### src/rtl/ag_tcu_uop_seq_pkg.sv
// Shared types, geometry and helpers for the AG-TCU micro-op sequencer.
// Geometry is 4x4x4 steps; the uop struct uses the package default field widths.
package ag_tcu_uop_seq_pkg;

  localparam int AG_TCU_M_STEPS      = 4;
  localparam int AG_TCU_N_STEPS      = 4;
  localparam int AG_TCU_K_STEPS      = 4;
  localparam int AG_TCU_UOPS         = AG_TCU_M_STEPS * AG_TCU_N_STEPS * AG_TCU_K_STEPS;
  localparam int AG_TCU_MAX_STEPS_MN = (AG_TCU_M_STEPS > AG_TCU_N_STEPS) ? AG_TCU_M_STEPS : AG_TCU_N_STEPS;
  localparam int AG_TCU_MAX_STEPS    = (AG_TCU_MAX_STEPS_MN > AG_TCU_K_STEPS) ? AG_TCU_MAX_STEPS_MN : AG_TCU_K_STEPS;
  localparam int AG_TCU_STEP_BITS    = $clog2(AG_TCU_MAX_STEPS);
  localparam int AG_TCU_UOP_BITS     = $clog2(AG_TCU_UOPS);

  localparam int AG_TCU_B_SUB_BLOCKS = 2;
  localparam int AG_TCU_RA           = 0;
  localparam int AG_TCU_RB           = 10;
  localparam int AG_TCU_RC           = 24;

  localparam int AG_TCU_WID_W        = 4;
  localparam int AG_TCU_TAG_W        = 8;
  localparam int AG_TCU_REG_W        = 6;

  localparam logic [3:0] AG_TCU_I32_ID = 4'd8;
  localparam logic [3:0] AG_TCU_I8_ID  = 4'd9;
  localparam logic [3:0] AG_TCU_U8_ID  = 4'd10;
  localparam logic [3:0] AG_TCU_I4_ID  = 4'd11;
  localparam logic [3:0] AG_TCU_U4_ID  = 4'd12;

  typedef logic [AG_TCU_STEP_BITS-1:0] step_t;

  typedef enum logic {SEQ_IDLE, SEQ_ISSUE} seq_state_e;

  typedef struct packed {
    logic [AG_TCU_WID_W-1:0] wid;
    logic [AG_TCU_TAG_W-1:0] tag;
    logic [3:0]              fmt_s;
    logic [3:0]              fmt_d;
    step_t                   step_m;
    step_t                   step_n;
    step_t                   step_k;
    logic [AG_TCU_REG_W-1:0] rs1;
    logic [AG_TCU_REG_W-1:0] rs2;
    logic [AG_TCU_REG_W-1:0] rs3;
    logic                    last;
  } ag_tcu_uop_t;

  function automatic logic fmt_legal(input logic [3:0] fmt_s, input logic [3:0] fmt_d);
    return (fmt_d == AG_TCU_I32_ID) && (fmt_s >= AG_TCU_I8_ID) && (fmt_s <= AG_TCU_U4_ID);
  endfunction

  // Register indices wrap modulo 2^REG_W through the size casts.
  function automatic ag_tcu_uop_t make_uop(
    input logic [AG_TCU_WID_W-1:0] wid,
    input logic [AG_TCU_TAG_W-1:0] tag,
    input logic [3:0]              fmt_s,
    input logic [3:0]              fmt_d,
    input step_t                   m,
    input step_t                   n,
    input step_t                   k
  );
    ag_tcu_uop_t u;
    int idx;
    idx      = (int'(k) * AG_TCU_M_STEPS + int'(m)) * AG_TCU_N_STEPS + int'(n);
    u.wid    = wid;
    u.tag    = tag;
    u.fmt_s  = fmt_s;
    u.fmt_d  = fmt_d;
    u.step_m = m;
    u.step_n = n;
    u.step_k = k;
    u.rs1    = AG_TCU_REG_W'(AG_TCU_RA + int'(m) * AG_TCU_K_STEPS + int'(k));
    u.rs2    = AG_TCU_REG_W'(AG_TCU_RB + (int'(n) * AG_TCU_K_STEPS + int'(k)) / AG_TCU_B_SUB_BLOCKS);
    u.rs3    = AG_TCU_REG_W'(AG_TCU_RC + int'(m) * AG_TCU_N_STEPS + int'(n));
    u.last   = (idx == AG_TCU_UOPS - 1);
    return u;
  endfunction

endpackage

### src/rtl/ag_tcu_step_counter.sv
// Nested step counter: n innermost, then m, k outermost. Exposes the successor
// of the current step and whether the current step is the final one.
module ag_tcu_step_counter
  import ag_tcu_uop_seq_pkg::*;
(
  input  logic  clk,
  input  logic  reset_n,
  input  logic  inc,
  input  logic  clear,
  output step_t nxt_m,
  output step_t nxt_n,
  output step_t nxt_k,
  output logic  last
);

  localparam step_t M_MAX = step_t'(AG_TCU_M_STEPS - 1);
  localparam step_t N_MAX = step_t'(AG_TCU_N_STEPS - 1);
  localparam step_t K_MAX = step_t'(AG_TCU_K_STEPS - 1);

  step_t m_q, n_q, k_q;

  // NOTE: every always_comb output gets a default first, so no path leaves it unassigned (no latch).
  always_comb begin
    nxt_m = m_q;
    nxt_n = n_q;
    nxt_k = k_q;
    if (n_q == N_MAX) begin
      nxt_n = '0;
      if (m_q == M_MAX) begin
        nxt_m = '0;
        nxt_k = (k_q == K_MAX) ? '0 : k_q + step_t'(1);
      end else begin
        nxt_m = m_q + step_t'(1);
      end
    end else begin
      nxt_n = n_q + step_t'(1);
    end
  end

  assign last = (m_q == M_MAX) && (n_q == N_MAX) && (k_q == K_MAX);

  // NOTE: sequential state uses non-blocking assignments so all flops update from pre-edge values.
  always_ff @(posedge clk or negedge reset_n) begin
    if (!reset_n) begin
      m_q <= '0;
      n_q <= '0;
      k_q <= '0;
    end else if (clear) begin
      m_q <= '0;
      n_q <= '0;
      k_q <= '0;
    end else if (inc) begin
      m_q <= nxt_m;
      n_q <= nxt_n;
      k_q <= nxt_k;
    end
  end

endmodule

### src/rtl/ag_tcu_uop_seq.sv
// Expands one WMMA request into AG_TCU_UOPS registered micro-ops, issued in order.
// Optional AG_TCU_SEQ_PERF_EN adds perf_wmma / perf_stall counters.
module ag_tcu_uop_seq
  import ag_tcu_uop_seq_pkg::*;
#(
  parameter int WID_W = AG_TCU_WID_W,
  parameter int TAG_W = AG_TCU_TAG_W,
  parameter int REG_W = AG_TCU_REG_W
) (
  input  logic             clk,
  input  logic             reset_n,
  input  logic             in_valid,
  output logic             in_ready,
  input  logic [WID_W-1:0] in_wid,
  input  logic [TAG_W-1:0] in_tag,
  input  logic [3:0]       in_fmt_s,
  input  logic [3:0]       in_fmt_d,
  output logic             out_valid,
  input  logic             out_ready,
  output logic [WID_W-1:0] out_wid,
  output logic [TAG_W-1:0] out_tag,
  output logic [3:0]       out_fmt_s,
  output logic [3:0]       out_fmt_d,
  output logic [1:0]       out_step_m,
  output logic [1:0]       out_step_n,
  output logic [1:0]       out_step_k,
  output logic [REG_W-1:0] out_rs1,
  output logic [REG_W-1:0] out_rs2,
  output logic [REG_W-1:0] out_rs3,
  output logic             out_last,
  output logic             err_fmt
`ifdef AG_TCU_SEQ_PERF_EN
  ,
  output logic [31:0]      perf_wmma,
  output logic [31:0]      perf_stall
`endif
);

  seq_state_e  state_q, state_d;
  ag_tcu_uop_t uop_q;
  step_t       nxt_m, nxt_n, nxt_k;
  logic        legal, accept, hs, cnt_last;

  assign legal     = fmt_legal(in_fmt_s, in_fmt_d);
  assign out_valid = (state_q == SEQ_ISSUE);
  assign hs        = out_valid && out_ready;
  assign in_ready  = (state_q == SEQ_IDLE) || (hs && cnt_last);
  assign accept    = in_valid && in_ready;

  always_comb begin
    state_d = state_q;
    if (accept)             state_d = legal ? SEQ_ISSUE : SEQ_IDLE;
    else if (hs && cnt_last) state_d = SEQ_IDLE;
  end

  ag_tcu_step_counter u_cnt (
    .clk     (clk),
    .reset_n (reset_n),
    .inc     (hs && !cnt_last),
    .clear   (accept && legal),
    .nxt_m   (nxt_m),
    .nxt_n   (nxt_n),
    .nxt_k   (nxt_k),
    .last    (cnt_last)
  );

  // The uop register holds the presented uop; it is preloaded with uop0 on accept
  // and with the successor on each non-final handshake, so stalls hold it stable.
  always_ff @(posedge clk or negedge reset_n) begin
    if (!reset_n) begin
      state_q <= SEQ_IDLE;
      // NOTE: the output register is reset because its fields are visible outputs with a defined reset value.
      uop_q   <= '0;
      err_fmt <= 1'b0;
    end else begin
      state_q <= state_d;
      err_fmt <= accept && !legal;
      if (accept && legal)
        uop_q <= make_uop(in_wid, in_tag, in_fmt_s, in_fmt_d, '0, '0, '0);
      else if (hs && !cnt_last)
        uop_q <= make_uop(uop_q.wid, uop_q.tag, uop_q.fmt_s, uop_q.fmt_d, nxt_m, nxt_n, nxt_k);
    end
  end

  assign out_wid    = uop_q.wid;
  assign out_tag    = uop_q.tag;
  assign out_fmt_s  = uop_q.fmt_s;
  assign out_fmt_d  = uop_q.fmt_d;
  assign out_step_m = uop_q.step_m;
  assign out_step_n = uop_q.step_n;
  assign out_step_k = uop_q.step_k;
  assign out_rs1    = uop_q.rs1;
  assign out_rs2    = uop_q.rs2;
  assign out_rs3    = uop_q.rs3;
  assign out_last   = uop_q.last;

`ifdef AG_TCU_SEQ_PERF_EN
  always_ff @(posedge clk or negedge reset_n) begin
    if (!reset_n) begin
      perf_wmma  <= '0;
      perf_stall <= '0;
    end else begin
      if (accept && legal)         perf_wmma  <= perf_wmma + 32'd1;
      if (out_valid && !out_ready) perf_stall <= perf_stall + 32'd1;
    end
  end
`endif

endmodule

### config.mk
export PLATFORM = sky130hd
export DESIGN_NAME = ag_tcu_uop_seq
export DESIGN_NICKNAME = d
export VERILOG_FILES = /design/src/rtl/ag_tcu_uop_seq_pkg.sv /design/src/rtl/ag_tcu_step_counter.sv /design/src/rtl/ag_tcu_uop_seq.sv
export SDC_FILE = /design/constraint.sdc
export NUM_CORES = 1
export LEC_CHECK = 0
export BUFFER_PORTS_ARGS = -buffer_cell sky130_fd_sc_hd__buf_4
export CAP_MARGIN = 15
export CORE_MARGIN = 2
export CORE_UTILIZATION = 51
export CTS_BUF_LIST = sky130_fd_sc_hd__clkbuf_2
export DETAILED_ROUTE_END_ITERATION = 16
export PLACE_DENSITY = 0.83
export REMOVE_ABC_BUFFERS = 1
export SETUP_SLACK_MARGIN = 0.5
export SYNTH_ARGS = -nofsm -noshare
export SYNTH_HDL_FRONTEND = slang
export SYNTH_HIERARCHICAL = 1
export SYNTH_SLANG_ARGS = --single-unit
### constraint.sdc
create_clock -name clk -period 5.8 [get_ports clk]
set_clock_uncertainty 0.05 [all_clocks]
set_input_delay 1.16 -clock clk [delete_from_list [all_inputs] [get_ports clk]]
set_output_delay 1.16 -clock clk [all_outputs]
set_load 0.01 [all_outputs]
Yosys cells after proc, flatten, opt, wreduce, memory -nomap -nowiden
Cells that the tools add are included.

ROM bits: 0. Logic and storage cells: 68. Register bits after elaboration: 53. Bits in writable memories: 0. Output and inout port bits: 48. Bits of input ports: 24. Memories kept: 0. Bits in latches: 0.

Bitwise logic cells: 2. Equality and inequality tests: 5. Divide/modulo/power cells: 0. Add/sub/neg operators: 11. Reduce and logical (&&, ||, !) cells: 15. Shifts and indexed selects: 0. Multiply operators: 0. Muxes and demuxes: 17. Magnitude comparators: 2.

Operators with widths (number): two-way mux 45 bit (1); two-way mux 25 bit (1); two-way mux 2 bit (12); adder 4 x 2 -> 5 bit (3); logical AND 1 bit (10); adder 7 x 2 -> 8 bit (1); == test 8 x 6 -> 1 bit (second input constant) (1); adder 2 x 1 -> 2 bit (second input constant) (3); adder 5 x 4 -> 6 bit (first input constant) (1); adder 5 x 6 -> 6 bit (first input constant) (1); adder 6 x 2 -> 6 bit (1); == test 2 bit (second input constant) (3); adder 4 x 1 -> 5 bit (1); == test 4 bit (second input constant) (1); greater-or-equal comparator 4 bit (second input constant) (1); less-or-equal comparator 4 bit (second input constant) (1); nonzero test 2 bit (2); two-way mux 1 bit (3); zero test 1 bit (2); AND 1 bit (first input constant) (1); logical OR 1 bit (1); inverter 1 bit (1).

Depth between registers and ports, before layout
Gate-level depths: netlist (run 1).

Depth in word-level cells: 10. Mapped depth: 9. Depth with buffers taken out: 8.

Hierarchy
The synthesis (run 1) kept the hierarchy.

By module, submodules not included: ag_tcu_uop_seq (area each 1503.9 sq um, seq. area each 850.8 sq um, times used 1, cells an instance 124); ag_tcu_step_counter (area each 410.4 sq um, seq. area each 150.1 sq um, times used 1, cells an instance 38).

Worst setup path before layout (run 1)
OpenSTA, ideal clock, no wires.

Kind: input to register. Start point: input port in_fmt_d[1]. End point: register u_cnt.k_q[0]. Library setup time: 0.125 ns. Arrival: 2.612 ns. Slack: 3.013 ns. Data required time: 5.625 ns. Path buffers: 0. Cell stages on the path: 5. Path through: or3_4 > or3b_2 > nor2_1 > nor2b_1 > mux2_4.

Longest elaborated chain between the ends: 5. Elaborated cells between the ends (all ways): 6. Classes of those cells: eq/ne: 1; mux: 1; reduce/logical: 4.

Ends and longest elaborated chain: start: declaration (RTL line ag_tcu_uop_seq.sv:17) `input logic [3:0] in_fmt_d,`; == test 4 bit * (RTL line ag_tcu_uop_seq_pkg.sv:48) `return (fmt_d == AG_TCU_I32_ID) && (fmt_s >= AG_TCU_I8_ID) && (fmt_s <= AG_TCU_U4_ID);`; logical AND 1 bit * (2 in a row) (RTL line ag_tcu_uop_seq_pkg.sv:48); logical AND 1 bit * (RTL line ag_tcu_uop_seq.sv:60) `.clear (accept && legal),`; two-way mux 2 bit / nonzero test 2 bit (equally long branches); end signal: assignment (RTL line ag_tcu_step_counter.sv:55) `k_q <= nxt_k;`; end: declaration (RTL line ag_tcu_step_counter.sv:20) `step_t m_q, n_q, k_q;`.

Every way passes the cells marked *; elsewhere a longest branch is shown, timed or not. A chain may end at the register's enable or synchronous reset.

Worst setup path after layout (run 1)
Start point: input port in_fmt_d[1]. End point: register uop_q, in the netlist out_tag[6].

Longest elaborated chain between the ends: 4.

Ends and longest elaborated chain: == test 4 bit (RTL line ag_tcu_uop_seq_pkg.sv:48); logical AND 1 bit (2 in a row) (RTL line ag_tcu_uop_seq_pkg.sv:48); logical AND 1 bit (RTL line ag_tcu_uop_seq.sv:78) `if (accept && legal)`; end signal: assignment (RTL line ag_tcu_uop_seq.sv:79) `uop_q <= make_uop(in_wid, in_tag, in_fmt_s, in_fmt_d, '0, '0, '0);`; end signal: assignment (RTL line ag_tcu_uop_seq.sv:81) `uop_q <= make_uop(uop_q.wid, uop_q.tag, uop_q.fmt_s, uop_q.fmt_d, nxt_m, nxt_n, nxt_k);`; end: declaration (RTL line ag_tcu_uop_seq.sv:40) `ag_tcu_uop_t uop_q;`.

No other way between the ends.

==> results of run 1 <==
-- worst max path at each step --
stage	from	to	slack (ns)	cells after the start
floorplan	in_fmt_d[1]	out_tag[5]	2.51	4
global placement	in_fmt_d[1]	out_tag[5]	2.40	6
detailed placement	in_fmt_d[1]	out_tag[5]	2.29	6
CTS	u_cnt/n_q[0]	in_ready	2.74	5
global route	u_cnt/n_q[0]	in_ready	2.59	5
finish	in_fmt_d[1]	out_tag[6]	2.74	6
-- layout by cell type (no fill, tap or decap), drive strengths merged --
cell type  Yosys  layout
a211o          1       1
a21bo          2       2
a21oi          9       9
and3           4       4
buf           18      69
clkbuf         3       5
clkinv         0       1
clkinvlp       0       2
conb           1       3
dfrtp         40      40
ha             4       4
inv            1       1
mux2          19      19
mux2i          3       3
nand2         23      23
nand2b         3       3
nand3          1       1
nand4          2       2
nand4bb        1       1
nor2           6       6
nor2b          4       4
nor3           2       2
nor4b          1       1
o21ai          5       5
o31a           2       2
or2            3       3
or2b           1       1
or3            1       1
or3b           2       2
-- report_power, final --
part	internal, uW	switching [uW]
sequential	340	42.5
clock	27.9	95.5
combinational	172	142
total	539	280
-- layer usage --
layer	routed length, um	part of all wire [%]	vias up
met5	0	0	-
met4	23	0.64	0
met3	268	7.5	3
met2	1719	48	51
met1	1583	44	651
li1	-	-	645
-- metrics by stage --
stage	power (uW)	area, um^2	hold WS [ns]
2_1_floorplan	542.8	1757	0.4406
3_3_place_gp	694.1	2335	0.4141
3_5_place_dp	703.0	2335	0.4221
4_1_cts	825.5	2379	0.4671
5_1_grt	874.8	2379	0.4902
6_report	819.1	2379	0.4614
-- worst max-delay path, stage by stage --
cell     delay [ns]
buf_4          0.11
or3_4          0.38
nor4b_2        0.34
and3_1         0.60
buf_4          0.38
mux2_2         0.36
-- layout make-up --
cell class	instances	area, um^2	area share [%]
multi-input cells	102	752.0	31.61
inverters	1	3.754	0.1578
well taps	48	60.06	2.525
clock buffers	5	25.02	1.052
flip-flops and latches	40	1001	42.08
repair buffers	69	518.0	21.78
clock inverters	3	18.77	0.7891
-- logic make-up (layout without fill, tap and decap cells) --
family,Yosys count,after routing,share of synthesized area [%]
buffers and inverters,22,78,8.823
adders and majority gates,4,4,2.614
muxes,22,22,14.90
and+or+nand+nor,54,54,15.10
DFF,40,40,52.29
other,1,3,0.1959
AOI/OAI and AO/OA,19,19,6.078
-- sequential cells by signal, indices dropped and copies added (netlist names) --
register,count
out_rs2,4
out_fmt_s,4
out_tag,8
out_rs1,2
out_fmt_d,4
err_fmt,1
out_step_k,1
out_rs3,3
out_last,1
u_cnt/k_q,2
out_wid,4
out_valid,1
u_cnt/n_q,2
out_step_n,1
u_cnt/m_q,2
==> out/qor.yml, run 1 <==
placement:
  io_buffers: 68
  place_congestion: 0.7621
  pre_cts_slack_ns: 2.289
  place_hpwl_um: 2575
  dp.cells: 260
cts:
  clk_pin_slew_ns: 0.21
  cts_root_buffer: "clkbuf_2"
  htreeDepth: 2
  cts_tree: "done"
  clock-sinks: 40
  cts_buffers: 5
  holdBufCountCts: 0
  clock_latency_ns: 0.40
  post_cts_buffers: 0
  clockBufferDepth: 2
  post_cts_resized: 0
hold_path:
  min_path_cells: 1
  hold_class: "flip-flop to flip-flop"
  hold-path-endpoint: "out_fmt_s[3]"
  hold_start: "out_fmt_s[3]"
setup_path:
  crit_path_max_fanout: 19
  worstPathRequired_ns: 6.08
  cp.arrival_ns: 3.33
  cp-start-kind: "input pin"
  worstReg2RegStart: "u_cnt/n_q[0]"
  crit_type: "input pin to flip-flop"
  regToRegEndpoint: "out_tag[6]"
  rr_worst_depth: 7
  worst_setup_path_end_kind: "flip-flop"
  r2r_slack_ns: 3.06
detailed_routing:
  routed_wl_um: 3594
  post_drt_wl_per_cell_um: 13.41
  drc: 0
  drt_iter0_drc: 38
  ant_nets: 0
  num_vias: 1350
  viasPerCell: 5.037
  drtPass1Iterations: 4
finish:
  drive_gt1_share_pct: 46.36
  fillers: 306
  insertedDiodeCount: 0
  area_growth_syn_to_layout_pct: 24.25
  final_cells: 268
  postLayoutCoreUtil_pct: 65.46
  num-nets-final: 247
synthesis:
  syn_area_mm2: 0.001914
  synth-edff-count: 0
  syn_area_per_cell_um2: 11.82
  synth.area.top_cells: "dfrtp_1 52%, mux2_4 8.6%, buf_4 5.5%"
  yosys_most_used_dff: "dfrtp_1"
  synth_most_common_cell: "dfrtp_1"
  synthArstFlopShare_pct: 100.0
  ys_seq_area_share_pct: 52.29
  ys_warn_count: 6
  synthTopCellsByCount: "40 x dfrtp_1, 23 x nand2_1, 14 x buf_4"
  ys_seq_elements: 40
  yosys.area.top_type_share_pct: 52.29
  synth_cell_type_count: 35
  syn_inst: 162
  yosys.area.top_type: "dfrtp_1"
floorplan:
  fp.dieH_um: 65.27
  row_count: 22
  dieArea_mm2: 0.004260
  core_mm2: 0.003633
  num_io_pins: 72
  die_width_um: 65.27
  start_util_pct: 52.69
timing:
  maxSlewHeadroom_pct: 59.82
  final.setup.worst_slack_ns: 2.743
  final-max-slew-violation-count: 0
  fin_crit_ns: 3.057
  worst_pin_slew_ns: 0.6027
  final.setup.tns_ns: 0
  layout_worst_path_cycle_share_pct: 52.70
  finalSetupViolCount: 0
  max_freq_mhz: 327.1
  rsz0062_at_grt: "no"
  hold_violations: 0
global_routing:
  grt_pass1_vias: 1324
  grt_use_met1_pct: 23.40
  track_usage_pct: 19.11
  overflow: 0
  grt_pass1_wl_um: 6009
  met2_usage_pct: 30.48
  grt.busiest_layer: "met2"
  grt_use_met3_pct: 8.219
  grt_antenna_before_repair: 0
  grt_max_degree: 41
pwr:
  power.leakage_uw: 0.001228
  peakVddDrop_uv: 163.6
  power.density_mw_per_mm2: 344.4
job:
  max_cap_viol_count: 0
run_status:
  status: "finished, final reports clean"
Power figures use the tool's default switching activity.
==> run 2, diff against run 1 <==
clock period = 3.1 ns   (was 5.8 ns; I/O delays follow)
==> run 2 against run 1 <==
Clock power rose by 76%. Via count fell by 2.8%. Wire length fell by 1.8%. Register-to-register slack got worse by 2.2 ns. First-iteration DRC count rose by 66%. Combinational power rose by 88%. Critical endpoint is now in_ready. Largest cell class unchanged.
==> out/qor.yml, run 2 (same netlist as run 1, synthesis figures left out) <==
setup_path:
  cp-start-kind: "flip-flop"
  regToRegEndpoint: "out_tag[6]"
  crit_type: "flip-flop to primary output"
  r2r_slack_ns: 0.87
  cp.arrival_ns: 1.69
  worstReg2RegStart: "u_cnt/n_q[0]"
  rr_worst_depth: 7
  crit_path_max_fanout: 12
  worst_setup_path_end_kind: "primary output"
  worstPathRequired_ns: 2.43
cts:
  clockBufferDepth: 2
  htreeDepth: 2
  cts_root_buffer: "clkbuf_2"
  clock_latency_ns: 0.37
  clk_pin_slew_ns: 0.19
  cts_buffers: 5
  holdBufCountCts: 0
  cts_tree: "done"
  clock-sinks: 40
placement:
  io_buffers: 68
  place_hpwl_um: 2591
  place_congestion: 0.7480
  pre_cts_slack_ns: 0.5396
detailed_routing:
  drt_iter0_drc: 63
  drc: 0
  drtPass1Iterations: 4
  routed_wl_um: 3528
  viasPerCell: 4.877
  num_vias: 1312
  ant_nets: 0
  post_drt_wl_per_cell_um: 13.12
timing:
  finalSetupViolCount: 0
  max_freq_mhz: 423.7
  whs_ns: 0.1249
  rsz0062_at_grt: "no"
  final.setup.worst_slack_ns: 0.7398
  final.setup.tns_ns: 0
  fin_crit_ns: 2.360
  hold_violations: 0
  final-max-slew-violation-count: 0
  layout_worst_path_cycle_share_pct: 76.13
pwr:
  power.density_mw_per_mm2: 636.6
  pwr-share-clk_pct: 14.2
  power_uw: 1519
  p_sw_share_pct: 32.96
  seqPwrFrac_pct: 47.1
  p_sw_uw: 500.7
  intPower_uw: 1018
  power.leakage_uw: 0.001235
  peakVddDrop_uv: 389.9
  pwr-share-comb_pct: 38.7
floorplan:
  die_width_um: 65.27
  start_util_pct: 52.69
  num_io_pins: 72
  dieArea_mm2: 0.004260
  row_count: 22
  core_mm2: 0.003633
  fp.dieH_um: 65.27
finish:
  postLayoutCoreUtil_pct: 65.67
  area_growth_syn_to_layout_pct: 24.64
  insertedDiodeCount: 0
  num-nets-final: 248
  largest_reg_flops: 8
  fillers: 315
  final_common_cell: "buf_4"
  final_cell_mix: "70 x buf_4, 40 x dfrtp_1, 23 x nand2_1"
  drive_gt1_share_pct: 47.06
run_status:
  status: "finished, final reports clean"
global_routing:
  grt_pass1_wl_um: 5989
  track_usage_pct: 18.54
  grt_max_degree: 41
  grt_pass1_vias: 1275
  grt_antenna_before_repair: 0
  overflow: 0
job:
  max_cap_viol_count: 0
hold_path:
  hold_class: "input pin to async pin"
run 2: cell type report:
| type | instances | area, um^2 | area share [%] |
|---|---|---|---|
| clock buffers | 6 | 30.03 | 1.259 |
| clock inverters | 2 | 11.26 | 0.4719 |
| inverters | 1 | 3.754 | 0.1573 |
| multi-input cells | 102 | 754.5 | 31.62 |
| flip-flops and latches | 40 | 1001 | 41.95 |
| well taps | 48 | 60.06 | 2.517 |
| repair buffers | 70 | 525.5 | 22.02 |
run 2: worst max-delay path by stage:
stage / from / slack (ns) / endpoint / depth (start not counted)
2_1_floorplan: in_fmt_d[1] / 0.35 / out_tag[5] / 4
3_5_place_dp: in_fmt_d[1] / 0.54 / out_tag[6] / 6
4_1_cts: u_cnt/n_q[0] / 0.59 / in_ready / 5
6_report: u_cnt/n_q[0] / 0.74 / in_ready / 5
5_1_grt: u_cnt/n_q[0] / 0.52 / in_ready / 5
3_3_place_gp: in_fmt_d[1] / 0.60 / u_cnt/k_q[0] / 6
run 2: power by group through the flow:
stage	sequential, uW	combinational, uW	clock, uW
2_1_floorplan	779	236	0
3_3_place_gp	722	576	0
3_5_place_dp	724	592	0
4_1_cts	715	592	232
5_1_grt	731	650	258
6_report	715	588	216
run 2: what timing repair did:
| action | 4_1_cts | 5_1_grt |
|---|---|---|
| gates resized for setup | 0 | 1 |
| buffers inserted | 0 | 0 |
| endpoints found under the setup margin | 0 | 1 |
run 2: routing by layer:
metal,part of all wire [%],up-vias,global-route usage (%)
met2,48,54,29.21
met1,44,609,24.55
met3,6.7,5,4.966
met5,0,-,0
met4,1.2,0,7.031
li1,-,644,-
run 2: metrics by stage:
| stage | cells | area [um^2] |
|---|---|---|
| 6_report | 269 | 2386 |
| 3_3_place_gp | 261 | 2342 |
| 5_1_grt | 269 | 2386 |
| 4_1_cts | 269 | 2384 |
| 3_5_place_dp | 261 | 2342 |
| 2_1_floorplan | 143 | 1757 |
run 2: critical path: stages, from the launching register on:
cell and delay (ns):
dfrtp_1 0.43, ha_2 0.32, and3_2 0.23, nand2_1 0.05, nand2_1 0.13, buf_4 0.15
==> run 3, diff against run 2 <==
clock period = 2.2 ns   (was 3.1 ns; I/O delays follow)
==> run 3 against run 2 <==
Clock-buffer cell count fell by 1. Cell count up 8.6%. Power up 51%. Register-to-register slack worse by 0.64 ns. Combinational power increased by 68%. Die area is the same. Sequential power up 41%. Critical endpoint is now out_tag[0].
==> out/qor.yml, run 3 (same netlist as run 1, synthesis figures left out) <==
pwr:
  power.leakage_uw: 0.001399
  peakVddDrop_uv: 466.3
  power_uw: 2297
  power.density_mw_per_mm2: 845.3
placement:
  dp.cells: 266
  io_buffers: 68
  pre_cts_slack_ns: -0.02067
  postPlaceCellArea_mm2: 0.002392
  place_congestion: 0.7840
  place_hpwl_um: 2671
cts:
  clock-sinks: 40
  cts_tree: "done"
  htreeDepth: 2
  clockBufferDepth: 2
  clock_latency_ns: 0.40
  cts_buffers: 5
  cts_root_buffer: "clkbuf_2"
  clk_pin_slew_ns: 0.19
global_routing:
  overflow: 0
  grt_antenna_before_repair: 0
  grt_max_degree: 41
  track_usage_pct: 19.83
  grt_pass1_vias: 1449
  grt_pass1_wl_um: 6403
timing:
  layout_worst_path_cycle_share_pct: 89.42
  finalSetupViolCount: 0
  fin_crit_ns: 1.967
  rsz0062_at_grt: "yes"
  hold_violations: 0
  final-max-slew-violation-count: 0
  max_freq_mhz: 508.3
  final.setup.worst_slack_ns: 0.2328
  final.setup.tns_ns: 0
finish:
  largest_reg_flops: 8
  drive_gt1_share_pct: 56.56
  area_growth_syn_to_layout_pct: 41.96
  post-route-cell-area_mm2: 0.002718
  final_common_cell: "buf_4"
  final_cell_mix: "82 x buf_4, 40 x dfrtp_1, 21 x nand2_1"
  final_cells: 292
  insertedDiodeCount: 0
  num-nets-final: 271
job:
  max_cap_viol_count: 0
setup_path:
  cp.arrival_ns: 2.20
  cp_cell_sequence: "ha_2, and3_4, nand2_4, nand2_4, and3_4, buf_12, buf_4, buf_12, mux2_4"
  crit_type: "flip-flop to flip-flop"
  worst-path-buf-inv: 3
  crit_path_max_fanout: 6
  cpPeakStageDelay_ns: 0.43
  worstPathRequired_ns: 2.43
  slowest_stage: "dfrtp_1"
  worst_setup_path_end_kind: "flip-flop"
  cp-start-kind: "flip-flop"
  critPathTopFamily: "simple AND/OR/NAND/NOR gates"
detailed_routing:
  drt_iter0_drc: 47
  num_vias: 1476
  ant_nets: 0
  drtPass1Iterations: 4
  drc: 0
  viasPerCell: 5.055
  routed_wl_um: 4184
  post_drt_wl_per_cell_um: 14.33
run_status:
  status: "finished, final reports clean"
floorplan:
  die_width_um: 65.27
  fp.dieH_um: 65.27
  num_io_pins: 72
  core_mm2: 0.003633
  row_count: 22
  dieArea_mm2: 0.004260
  start_util_pct: 52.69
hold_path:
  hold_class: "input pin to flip-flop"
run 3: cell count changes in the layout (fill, tap and decap cells not counted), sizes merged:
cell | previous run | this run
clkbuf | 6 | 5
buf | 70 | 90
dlygate4sd3 | 0 | 1
clkinv | 1 | 3
clkinvlp | 1 | 0
bufbuf | 0 | 2
run 3: metrics by stage:
stage / hold slack [ns] / utilization, %
floorplan: 0.09441 / -
global placement: 0.3873 / 65.84
detailed placement: 0.3913 / 65.84
CTS: 0.1876 / 71.56
global route: 0.1557 / 74.79
finish: 0.2033 / 74.79
run 3: routing by layer:
metal	global-route usage, %	wire (um)
met1	23.55	1668
met3	5.822	288
met2	34.82	2195
met5	0	0
met4	5.729	32
run 3: area by class of cell:
class | count | area (um^2)
inverters | 1 | 6.256
repair buffers | 93 | 795.8
well taps | 48 | 60.06
clock buffers | 5 | 25.02
flip-flops and latches | 40 | 1001
clock inverters | 3 | 13.76
fillers | 263 | 915.9
multi-input cells | 102 | 815.8
run 3: worst paths after layout:
kind	startpoint	slack, ns	cells after the start	endpoint
setup reg to reg	u_cnt/m_q[1]	0.23	9	out_tag[0]
hold reg to reg	out_fmt_d[3]	0.45	1	out_fmt_d[3]
hold / removal	in_wid[1]	0.20	2	out_wid[1]
min in group asynchronous	reset_n	0.46	2	u_cnt/k_q[0]
max in group asynchronous	reset_n	1.27	2	out_rs3[4]
setup / recovery	u_cnt/m_q[1]	0.23	9	out_tag[0]
run 3: repair_timing:
item / CTS / global route
cloned: 2 / 0
setup endpoints to repair: 38 / 39
hold endpoints to repair: 40 / 0
hold buffers: 1 / 0
setup buffers: 7 / 8
pin swaps: 5 / 4
resized for setup: 17 / 13
run 3: report_power, final:
part	internal [uW]	total, uW	switching, uW
logic	562	988	426
clock network	71.3	304	233
registers	896	1010	109
total	1530	2300	767
